## config.mk

```make
export PLATFORM = sky130hd
export DESIGN_NAME = inst_mem_resp
export DESIGN_NICKNAME = d
export VERILOG_FILES = /design/src/rtl/inst_mem_resp_pkg.sv /design/src/rtl/inst_mem_resp_fifo2.sv /design/src/rtl/inst_mem_resp.sv
export SDC_FILE = /design/constraint.sdc
export NUM_CORES = 1
export LEC_CHECK = 0
export CAP_MARGIN = 10
export CORE_MARGIN = 3
export CORE_UTILIZATION = 39
export DETAILED_ROUTE_END_ITERATION = 8
export GPL_TIMING_DRIVEN = 0
export HOLD_SLACK_MARGIN = 0.08
export SYNTH_ARGS = -nofsm -noshare
export SYNTH_HDL_FRONTEND = slang
export SYNTH_SLANG_ARGS = --single-unit
```

## constraint.sdc

```tcl
create_clock -name clock -period 1.7 [get_ports clock]
set_input_delay 0.51 -clock clock [delete_from_list [all_inputs] [get_ports clock]]
set_output_delay 0.51 -clock clock [all_outputs]
set_load 0.02 [all_outputs]
```

## src/rtl/inst_mem_resp_pkg.sv

```systemverilog
// Shared definitions for the instruction fetch path: default geometry,
// the NOP encoding and the response status type.
package inst_mem_resp_pkg;

  localparam int ADDR_W_DEF = 4;
  localparam int DATA_W_DEF = 4;
  localparam int DEPTH_DEF  = 16;

  // An all-zero word decodes as NOP; cleared memory therefore executes safely.
  localparam logic [DATA_W_DEF-1:0] NOP = '0;

  typedef enum logic {
    RSP_OK  = 1'b0,
    RSP_ERR = 1'b1
  } rsp_status_e;

endpackage

```

## src/rtl/inst_mem_resp_fifo2.sv

```systemverilog
// Two-entry response buffer between the memory read stage and the fetch unit.
// The head is always presented on dout and holds until popped.
module resp_fifo2 #(
  parameter int W = 5
) (
  input  logic         clock,
  input  logic         reset,
  input  logic         push,
  input  logic         pop,
  input  logic [W-1:0] din,
  output logic [W-1:0] dout,
  output logic         full,
  output logic         empty,
  output logic [1:0]   count
);

  logic [W-1:0] slot [2];
  logic         wr_ptr;
  logic         rd_ptr;
  logic [1:0]   cnt;
  logic         do_push;
  logic         do_pop;

  assign full  = (cnt == 2'd2);
  assign empty = (cnt == 2'd0);
  assign count = cnt;
  assign dout  = slot[rd_ptr];

  // A push into a full buffer is only legal when the head leaves in the same cycle.
  assign do_push = push && (!full || pop);
  assign do_pop  = pop && !empty;

  always_ff @(posedge clock or negedge reset) begin
    if (!reset) begin
      slot[0] <= '0;
      slot[1] <= '0;
      wr_ptr  <= 1'b0;
      rd_ptr  <= 1'b0;
      cnt     <= 2'd0;
    end else begin
      if (do_push) begin
        slot[wr_ptr] <= din;
        wr_ptr       <= ~wr_ptr;
      end
      if (do_pop) begin
        rd_ptr <= ~rd_ptr;
      end
      case ({do_push, do_pop})
        2'b10:   cnt <= cnt + 2'd1;
        2'b01:   cnt <= cnt - 2'd1;
        default: cnt <= cnt;
      endcase
    end
  end

endmodule

```

## src/rtl/inst_mem_resp.sv

```systemverilog
// Instruction memory responder: programmable word array with a registered
// read stage feeding a two-entry in-order response buffer.
module inst_mem_resp
  import inst_mem_resp_pkg::*;
#(
  parameter int ADDR_W = ADDR_W_DEF,
  parameter int DATA_W = DATA_W_DEF,
  parameter int DEPTH  = DEPTH_DEF
) (
  input  logic              clock,
  input  logic              reset,
  input  logic              req_valid,
  input  logic [ADDR_W-1:0] req_addr,
  output logic              req_ready,
  output logic              rsp_valid,
  output logic [DATA_W-1:0] rsp_data,
  output logic              rsp_err,
  input  logic              rsp_ready,
  input  logic              prog_we,
  input  logic [ADDR_W-1:0] prog_addr,
  input  logic [DATA_W-1:0] prog_data
);

  localparam int                IDX_W    = (DEPTH > 1) ? $clog2(DEPTH) : 1;
  localparam logic [ADDR_W:0]   DEPTH_L  = (ADDR_W + 1)'(DEPTH);
  localparam logic [DATA_W-1:0] NOP_WORD = DATA_W'(NOP);

  logic [DATA_W-1:0] mem [DEPTH];
  logic              active;
  logic              accept;
  logic              pop;
  logic              req_in_range;
  logic              prog_in_range;
  logic [IDX_W-1:0]  req_idx;
  logic [IDX_W-1:0]  prog_idx;
  logic [DATA_W-1:0] rd_word;
  rsp_status_e       req_status;
  logic [DATA_W:0]   push_entry;
  logic [DATA_W:0]   head_entry;
  logic              fifo_full;
  logic              fifo_empty;
  logic [1:0]        fifo_count;
  logic [1:0]        occ;

  assign req_in_range  = ({1'b0, req_addr} < DEPTH_L);
  assign prog_in_range = ({1'b0, prog_addr} < DEPTH_L);
  assign req_idx       = req_addr[IDX_W-1:0];
  assign prog_idx      = prog_addr[IDX_W-1:0];

  // Holds req_ready low through reset and releases it on the first edge after.
  always_ff @(posedge clock or negedge reset) begin
    if (!reset) begin
      active <= 1'b0;
    end else begin
      active <= 1'b1;
    end
  end

  always_ff @(posedge clock or negedge reset) begin
    if (!reset) begin
      for (int i = 0; i < DEPTH; i++) begin
        mem[i] <= NOP_WORD;
      end
    end else if (prog_we && prog_in_range) begin
      mem[prog_idx] <= prog_data;
    end
  end

  // The read is registered straight into the buffer slot, so the read stage
  // never holds a word of its own and occupancy equals the buffer count.
  always_comb begin
    rd_word    = NOP_WORD;
    req_status = RSP_ERR;
    if (req_in_range) begin
      rd_word    = mem[req_idx];
      req_status = RSP_OK;
    end
  end

  assign push_entry = {req_status, rd_word};
  assign occ        = fifo_count;
  assign pop        = rsp_valid && rsp_ready;
  assign req_ready  = active && ((occ < 2'd2) || pop) && !prog_we;
  assign accept     = req_valid && req_ready;

  resp_fifo2 #(
    .W (DATA_W + 1)
  ) u_resp_fifo2 (
    .clock (clock),
    .reset (reset),
    .push  (accept),
    .pop   (pop),
    .din   (push_entry),
    .dout  (head_entry),
    .full  (fifo_full),
    .empty (fifo_empty),
    .count (fifo_count)
  );

  assign rsp_valid = !fifo_empty;
  assign rsp_data  = head_entry[DATA_W-1:0];
  assign rsp_err   = head_entry[DATA_W];

  no_overflow_a : assert property (@(posedge clock) disable iff (!reset)
    accept |-> (!fifo_full || pop));

endmodule

```

==> results.json, run 1 <==
{
  "status": "finished, violations left",
  "violations": "setup timing",
  "hold_path.class": "flop to flop",
  "critPathLaunch": "u_resp_fifo2.rd_ptr",
  "final_common_cell": "dfrtp_1",
  "wirelength_um": 7759,
  "swShare_pct": 27.84,
  "grt_antenna_before_repair": 0,
  "drive_above_1_share_pct": 45.60,
  "areaGrowthSynthToFinish_pct": 19.84,
  "h-tree-depth": 3,
  "ys_ff_latch": 77,
  "vias": 2216,
  "post_dp_cell_area_um2": 4105,
  "layout_common_cells": "dfrtp_1 (76), mux2_2 (67), mux2i_1 (13)",
  "finalHoldViolCount": 0,
  "r2r_cells": 4,
  "synth_cell_types": 39,
  "die_x_um": 103.4,
  "finalCriticalPeriod_ns": 1.768,
  "pwr_density_cell_nw_per_um2": 1273,
  "initial_core_util_pct": 41.23,
  "initialDrtViolationCount": 106,
  "maxSlewViolCount": 0,
  "dp_hpwl_um": 5400,
  "cts.clk_slew.worst_paths_ns": 0.08,
  "wire_per_inst_um": 17.92,
  "path_class": "flop to output port",
  "synth_ff_type": "dfrtp_1",
  "synthCells": 266,
  "cts.sinks": 77,
  "ys_seq_area_share_pct": 52.06,
  "cp-end-kind": "output port",
  "synth.avg_cell_area_um2": 13.91,
  "cts_root_buffer": "clkbuf_8",
  "yosysWarningCount": 0,
  "setup_viol": 1,
  "portBuffers": 20,
  "ir_drop_mv": 0.6331,
  "placeableCoreArea_um2": 8976,
  "synth_nets": 284,
  "ys_async_sr_fraction_pct": 100.0,
  "dr.pass1.iters": 4,
  "reg2reg_to": "u_resp_fifo2.slot[5]",
  "crit_path_end": "rsp_data[2]",
  "finalWorstSetupSlack_ns": -0.06811,
  "maxSlewHeadroom_pct": 63.90,
  "cp_max_fo": 8,
  "total_power_w": 0.005646,
  "cap_viol_max_count": 0,
  "min_path_cells": 1,
  "p_leak_nw": 1.923,
  "grt_max_degree": 60,
  "via_per_inst": 5.118,
  "worstSkewPairLatency_ns": 0.35,
  "holdWs_ns": 0.4889,
  "grt_setup_unrepaired": "yes",
  "fmax_mhz": 565.6,
  "power_frac_seq_pct": 45.8,
  "diodes": 0,
  "start_kind": "flop",
  "row_count": 34,
  "grt_overflow_total": 0,
  "final_area_um2": 4436,
  "pre_cts_slack_ns": -0.7259,
  "period_share_pct": 104.0,
  "ioPinCount": 24,
  "cts_tree": "done",
  "netlist_area_um2": 3701,
  "die_h_um": 103.4,
  "skew_ns": 0.007821,
  "postRouteAntennaNets": 0,
  "worstPathRequired_ns": 1.19,
  "reg2reg_from": "mem[24]",
  "grt_usage_pct": 16.14,
  "synth_edf_count": 0,
  "grt_pass1_wl_um": 12700,
  "tightest_slew_ns": 0.5415,
  "numCtsBuffers": 9,
  "grt_pass1_vias": 2301,
  "fin_nets": 320,
  "pwr-share-comb_pct": 26.9,
  "rrSetupSlack_ns": 0.14,
  "arrival_ns": 1.26,
  "switchingPower_w": 0.001572,
  "drc": 0,
  "power_frac_clock_pct": 27.3,
  "clockBufferDepth": 2,
  "tns_ns": -0.06811,
  "gp_congestion": 0.7847,
  "design.die.area_um2": 10690,
  "hp-start": "mem[59]",
  "p_int_w": 0.004074
}
==> logic make-up (layout without fill, tap and decap cells) <==
logic type	after synthesis	count (layout)	synth area share, %
buffers and inverters	23	64	3.042
AO/OA/AOI/OAI	16	16	3.584
multiplexers	103	103	33.94
AND/OR/NAND/NOR	39	39	5.645
XOR/XNOR	5	5	1.183
adder cells (fa/ha/maj)	1	1	0.3380
flip-flops	77	77	52.06
other	2	2	0.2029
==> per-stage QoR <==
stage | cells | util, %
finish | 433 | 49.41
global route | 433 | 49.41
CTS | 432 | 48.61
detailed placement | 413 | 45.73
global placement | 412 | 45.46
floorplan | 266 | -
==> registers in the layout (all words and copies together) (netlist names) <==
signal,flops
mem,64
u_resp_fifo2.wr_ptr,1
u_resp_fifo2.slot,8
u_resp_fifo2.rd_ptr,1
active,1
u_resp_fifo2.count,2
==> repair_timing <==
item | 4_1_cts | 5_1_grt
setup buffers | 5 | 1
pin swaps | 0 | 2
hold buffers | 1 | 0
resized for setup | 49 | 23
endpoints found under the setup margin | 74 | 27
hold endpoints to repair | 18 | 0
==> cells in the mapped netlist (4+ instances only) <==
cell type  count  area share, %
nand2b_1       5           0.85
xnor2_1        4           0.95
mux2_2        68             21
mux2_1        11            3.3
nand2_1        5           0.51
dfrtp_1       77             52
nor2_1        12            1.2
mux2i_1       13            3.5
mux4_2         5            3.0
clkbuf_1       7           0.71
and2_1         4           0.68
inv_1          8           0.81
==> power by group through the flow <==
stage	Combinational, W	Sequential (W)	Clock, W
after global placement	0.00145	0.00259	0
final	0.00152	0.00259	0.00154
after floorplan	0.00105	0.00253	0
after global routing	0.00167	0.00266	0.00168
after detailed placement	0.00148	0.00260	0
after CTS	0.00144	0.00258	0.00159
==> worst min path at each step <==
stage	endpoint	slack, ns
3_3_place_gp	mem[56]	0.47
5_1_grt	mem[56]	0.50
4_1_cts	mem[59]	0.49
3_5_place_dp	u_resp_fifo2.count[1]	0.42
2_1_floorplan	active	0.21
6_report	mem[59]	0.49
==> critical path, cell delays in order (launching register included) <==
cell     delay (ns)
dfrtp_2        0.46
mux2_4         0.32
buf_6          0.13
==> cell type report <==
type,count,area (µm²)
Sequential cell,77,1928
Tap cell,126,157.7
Clock buffer,11,141.4
Fill cell,786,4541
Multi-Input combinational cell,166,1734
Clock inverter,5,83.83
Timing Repair Buffer,28,266.5
Buffer,11,90.09
Inverter,9,33.78
==> routing by layer <==
layer	vias to the layer above	part of all wire (%)	track usage, %	wire (µm)
met5	-	0	0	0
met4	0	1.0	4.183	80
met3	10	3.9	4.225	306
met2	40	46	24.51	3600
met1	1129	49	23.07	3771
li1	1037	-	-	-
Power figures use the tool's default switching activity.
==> run 2, diff against run 1 <==
==> constraint.sdc (replaced) <==
create_clock -name clock -period 2.2 [get_ports clock]
set_input_delay 0.66 -clock clock [delete_from_list [all_inputs] [get_ports clock]]
set_output_delay 0.66 -clock clock [all_outputs]
set_load 0.02 [all_outputs]
==> run 2 against run 1 <==
The run now ends clean. Largest power group unchanged. Design area fell by 3.0%. Critical endpoint is now req_ready. Worst hold slack got worse by 0.31 ns. First-iteration DRC count rose by 4.7%. Global-route usage rose by 0.10 points. Highest routed layer unchanged. Setup slack improved by 0.13 ns. Combinational power fell by 30%. Critical path type is now input pin to output port. Clock skew fell by 0.00099 ns. Flip-flop and latch count did not move.
==> results.json, run 2 (synthesis gave the netlist of run 1 again) <==
{
  "slowest_stage": "clkdlybuf4s50_1",
  "cts_root_buffer": "clkbuf_8",
  "vias": 2177,
  "status": "finished, final reports clean",
  "die_x_um": 103.4,
  "diodes": 0,
  "p_leak_nw": 1.870,
  "critPathTopFamily": "buffers and inverters",
  "tightest_slew_ns": 0.5574,
  "cap_viol_max_count": 0,
  "h-tree-depth": 3,
  "cp_max_fo": 3,
  "cts.clk_slew.worst_paths_ns": 0.07,
  "setup_viol": 0,
  "cp.depth": 3,
  "placeableCoreArea_um2": 8976,
  "cp-end-kind": "output port",
  "grt_pass1_vias": 2303,
  "initialDrtViolationCount": 111,
  "fin_cells": 429,
  "ir_drop_mv": 0.3343,
  "skew_ns": 0.006831,
  "drive_above_1_share_pct": 36.63,
  "wire_per_inst_um": 17.59,
  "cts_tree": "done",
  "max_stage_delay_ns": 0.43,
  "worstSkewPairLatency_ns": 0.35,
  "portBuffers": 20,
  "layout_common_cells": "dfrtp_1 (76), mux2_2 (68), mux2i_1 (13)",
  "holdWs_ns": 0.1835,
  "grt_overflow_total": 0,
  "grt_setup_unrepaired": "yes",
  "r2r_cells": 4,
  "finalCriticalPeriod_ns": 2.135,
  "finalHoldViolCount": 0,
  "hold_path.class": "input pin to async pin",
  "maxSlewViolCount": 0,
  "start_kind": "input pin",
  "die_h_um": 103.4,
  "grt_usage_pct": 16.24,
  "clockBufferDepth": 2,
  "fmax_mhz": 468.3,
  "dpl.cell_count": 413,
  "fin_nets": 316,
  "crit_chain": "clkdlybuf4s50_1 > o211a_1 > buf_2",
  "path_class": "input pin to output port",
  "postRouteAntennaNets": 0,
  "areaGrowthSynthToFinish_pct": 16.26,
  "regMostFlops": "mem",
  "period_share_pct": 97.07,
  "via_per_inst": 5.075,
  "arrival_ns": 1.48,
  "ioPinCount": 24,
  "gp_congestion": 0.8052,
  "fill_cells": 819,
  "largest_register_ffs": 64,
  "grt_pass1_wl_um": 12720,
  "drc": 0,
  "wirelength_um": 7546,
  "numCtsBuffers": 9,
  "critical_path_buf_inv_count": 2,
  "grt_max_degree": 61,
  "dr.pass1.iters": 4,
  "cts.sinks": 77,
  "initial_core_util_pct": 41.23,
  "row_count": 34,
  "maxSlewHeadroom_pct": 62.53,
  "grt_antenna_before_repair": 0,
  "final_common_cell": "dfrtp_1",
  "pwr_density_cell_nw_per_um2": 984.9,
  "reg2reg_to": "u_resp_fifo2.slot[7]",
  "reg2reg_from": "mem[38]",
  "dp_hpwl_um": 5431,
  "design.die.area_um2": 10690,
  "rrSetupSlack_ns": 0.58,
  "worstPathRequired_ns": 1.54
}
[run 2: changes by cell type in the layout (fill, tap and decap cells not counted), moves of 6 or more]
cell | before | now
clkdlybuf4s50_1 | 5 | 11
nor2_2 | 9 | 0
buf_4 | 11 | 3
nor2_1 | 3 | 12
[run 2: area by class of cell]
cell class / instances / area, µm² / area share, %
repair buffers: 22 / 222.7 / 5.176
flip-flops and latches: 77 / 1928 / 44.81
multi-input cells: 166 / 1662 / 38.62
clock buffers: 10 / 137.6 / 3.199
plain buffers: 13 / 75.07 / 1.745
well taps: 126 / 157.7 / 3.664
clock inverters: 6 / 86.33 / 2.006
inverters: 9 / 33.78 / 0.7851
[run 2: metrics by stage]
| stage | power [W] | TNS (ns) | area, µm² | util, % | worst slack [ns] |
|---|---|---|---|---|---|
| floorplan | 0.002759 | 0 | 3701 | - | 0.1683 |
| global placement | 0.003112 | -193.77 | 4059 | 45.22 | -2.347 |
| detailed placement | 0.003153 | -13.46 | 4084 | 45.50 | -0.5321 |
| CTS | 0.004303 | 0 | 4300 | 47.91 | 0.03142 |
| global route | 0.004511 | -0.0009639 | 4303 | 47.94 | -0.0009639 |
| finish | 0.004238 | 0 | 4303 | 47.94 | 0.06452 |
[run 2: metal layers]
metal  track usage, %  vias up  share of wire, %
li1                 -     1023                 -
met1            22.22     1100                47
met2            25.78       48                48
met3            4.091        6               4.4
met4            4.482        0              0.68
met5                0        -                 0
[run 2: how the worst max path moves through the flow]
stage	end	start
floorplan	u_resp_fifo2.slot[2]	req_addr[2]
global placement	mem[36]	reset
detailed placement	req_ready	prog_we
CTS	u_resp_fifo2.slot[5]	req_addr[0]
global route	mem[24]	prog_addr[2]
finish	req_ready	rsp_ready
[run 2: timing repair]
action                                  in CTS  in global routing
resized for setup                           11                  2
hold buffers                                 0                  0
setup buffers                                1                  0
endpoints found under the setup margin       6                  8
endpoints found under the hold margin        0                  0
[run 2: power breakdown]
group	switching, W	internal (W)	leakage, nW	total, W
clock	0.000511	0.000667	0.112	0.00118
sequential	0.000200	0.00180	0.937	0.00200
combinational	0.000467	0.000590	0.821	0.00106
total	0.00118	0.00306	1.87	0.00424
==> run 3, diff against run 2 <==
--- a/config.mk
+++ b/config.mk
@@ -8,8 +8,9 @@
 export CAP_MARGIN = 10
 export CORE_MARGIN = 3
 export CORE_UTILIZATION = 39
+export CTS_CLUSTER_DIAMETER = 120
 export DETAILED_ROUTE_END_ITERATION = 8
-export GPL_TIMING_DRIVEN = 0
+export GPL_TIMING_DRIVEN = 1
 export HOLD_SLACK_MARGIN = 0.08
 export SYNTH_ARGS = -nofsm -noshare
 export SYNTH_HDL_FRONTEND = slang
==> run 3 against run 2 <==
Non-clock buffer count increased by 29. Worst hold slack got worse by 0.052 ns. Critical path depth increased by 3. Combinational power increased by 5%. Clock power about the same. Global-route usage decreased by 0.75 points. Sequential power about the same. Via count increased by 3.8%. Routed wire length decreased by 0.58%. Count of clock-buffer cells in the layout increased by 2. Power increased by 1.8%. Flip-flop and latch count unchanged. Critical path type is now input pin to flop. Largest cell class unchanged. Highest routed layer unchanged.
==> results.json, run 3 (synthesis gave the netlist of run 1 again) <==
{
  "critPathTopFamily": "multiplexers",
  "fill_cells": 770,
  "finalCriticalPeriod_ns": 2.149,
  "regMostFlops": "mem",
  "portBuffers": 22,
  "rrSetupSlack_ns": 0.61,
  "setup_viol": 0,
  "numCtsBuffers": 9,
  "dpl.cell_count": 440,
  "cts_root_buffer": "clkbuf_8",
  "reg2reg_from": "mem[27]",
  "drive_above_1_share_pct": 43.07,
  "placeableCoreArea_um2": 8976,
  "ir_drop_mv": 0.4347,
  "grt_usage_pct": 15.50,
  "fin_nets": 345,
  "crit_path_end": "u_resp_fifo2.slot[1]",
  "dr.pass1.iters": 4,
  "period_share_pct": 97.67,
  "largest_register_ffs": 64,
  "die_h_um": 103.4,
  "initialDrtViolationCount": 59,
  "fmax_mhz": 465.4,
  "critPathLaunch": "req_addr[2]",
  "design.die.area_um2": 10690,
  "layout_common_cells": "dfrtp_1 (76), mux2_2 (68), buf_4 (39)",
  "vias": 2259,
  "grt_setup_unrepaired": "yes",
  "wire_per_inst_um": 16.38,
  "critical_path_buf_inv_count": 2,
  "initial_core_util_pct": 41.23,
  "cts.clk_slew.worst_paths_ns": 0.08,
  "postRouteAntennaNets": 0,
  "wirelength_um": 7502,
  "clockBufferDepth": 2,
  "cts_tree": "done",
  "start_kind": "input pin",
  "cp_max_fo": 10,
  "grt_pass1_vias": 2329,
  "crit_chain": "clkdlybuf4s50_1 > buf_12 > mux4_1 > and2_1 > o22ai_2 > mux2i_1",
  "final_area_um2": 4598,
  "fin_cells": 458,
  "cp-end-kind": "flop",
  "post_dp_cell_area_um2": 4335,
  "die_x_um": 103.4,
  "dp_hpwl_um": 5330,
  "via_per_inst": 4.932,
  "finalHoldViolCount": 0,
  "cts.sinks": 77,
  "final_common_cell": "dfrtp_1",
  "row_count": 34,
  "worstSkewPairLatency_ns": 0.35,
  "pwr_density_cell_nw_per_um2": 938.4,
  "hold_path.class": "input pin to async pin",
  "r2r_cells": 4,
  "ioPinCount": 24,
  "diodes": 0,
  "grt_pass1_wl_um": 12340,
  "cap_viol_max_count": 0,
  "gp_congestion": 0.8562,
  "worstPathRequired_ns": 2.43,
  "p_leak_nw": 2.061,
  "path_class": "input pin to flop",
  "max_stage_delay_ns": 0.57,
  "grt_overflow_total": 0,
  "cp.depth": 6,
  "areaGrowthSynthToFinish_pct": 24.24,
  "status": "finished, final reports clean",
  "h-tree-depth": 3,
  "skew_ns": 0.007495,
  "maxSlewViolCount": 0,
  "arrival_ns": 2.38,
  "reg2reg_to": "u_resp_fifo2.slot[3]",
  "slowest_stage": "mux4_1",
  "grt_max_degree": 50,
  "drc": 0,
  "grt_antenna_before_repair": 0
}
-- run 3: cell types whose count changed in the layout (fill, tap and decap cells not counted), moves of 3 or more --
cell      previous run  this run
buf_2                4         1
buf_4                3        39
clkbuf_1             6         1
buf_12               0         3
-- run 3: routing by layer --
| layer | track usage [%] | routed length, µm | vias up |
|---|---|---|---|
| met5 | 0 | 0 | - |
| met4 | 5.876 | 166 | 0 |
| met3 | 4.024 | 239 | 11 |
| met2 | 22.55 | 3314 | 39 |
| met1 | 22.24 | 3781 | 1126 |
| li1 | - | - | 1083 |
-- run 3: worst register-to-register path: stages, from the launching register on --
cell	delay, ns
dfrtp_1	0.38
mux2_1	0.31
mux4_2	0.51
o22ai_2	0.18
mux2i_1	0.10
-- run 3: timing repair --
action,CTS,global route
setup endpoints to repair,13,5
setup buffers,1,0
hold buffers,0,0
cloned,1,0
gates resized for setup,13,1
hold endpoints to repair,0,0
pin swaps,0,0
-- run 3: final cells by class --
type                            count  area [µm²]  share of cell area (%)
Tap cell                          126       157.7                   3.429
Timing Repair Buffer               64       584.3                   12.71
Clock buffer                       12       155.1                   3.374
Clock inverter                      4       70.07                   1.524
Inverter                            9       33.78                  0.7347
Multi-Input combinational cell    166        1669                   36.30
Sequential cell                    77        1928                   41.93
-- run 3: through the flow --
stage / setup TNS [ns] / hold slack [ns] / power, W / util [%] / worst slack [ns]
finish: 0 / 0.1319 / 0.004315 / 51.23 / 0.05123
global route: -0.008499 / 0.1192 / 0.004558 / 51.23 / -0.004803
CTS: 0 / 0.1215 / 0.004357 / 51.20 / 0.05620
detailed placement: -8.831 / 0.4809 / 0.003182 / 48.30 / -0.4935
global placement: -8.697 / 0.4668 / 0.003144 / 48.30 / -0.4769
floorplan: 0 / 0.3644 / 0.002759 / - / 0.1683
-- run 3: report_power, final --
group / switching (W) / internal (W) / leakage [nW] / total, W
Sequential: 0.000199 / 0.00180 / 0.937 / 0.00200
Combinational: 0.000476 / 0.000633 / 1.01 / 0.00111
Clock: 0.000506 / 0.000698 / 0.116 / 0.00120
Total: 0.00118 / 0.00313 / 2.06 / 0.00431
-- run 3: worst min path at each step --
stage	slack, ns	start	to
2_1_floorplan	0.36	reset	active
3_3_place_gp	0.47	mem[59]	mem[59]
5_1_grt	0.12	reset	mem[25]
6_report	0.13	reset	mem[25]
3_5_place_dp	0.48	mem[55]	mem[55]
4_1_cts	0.12	reset	mem[25]
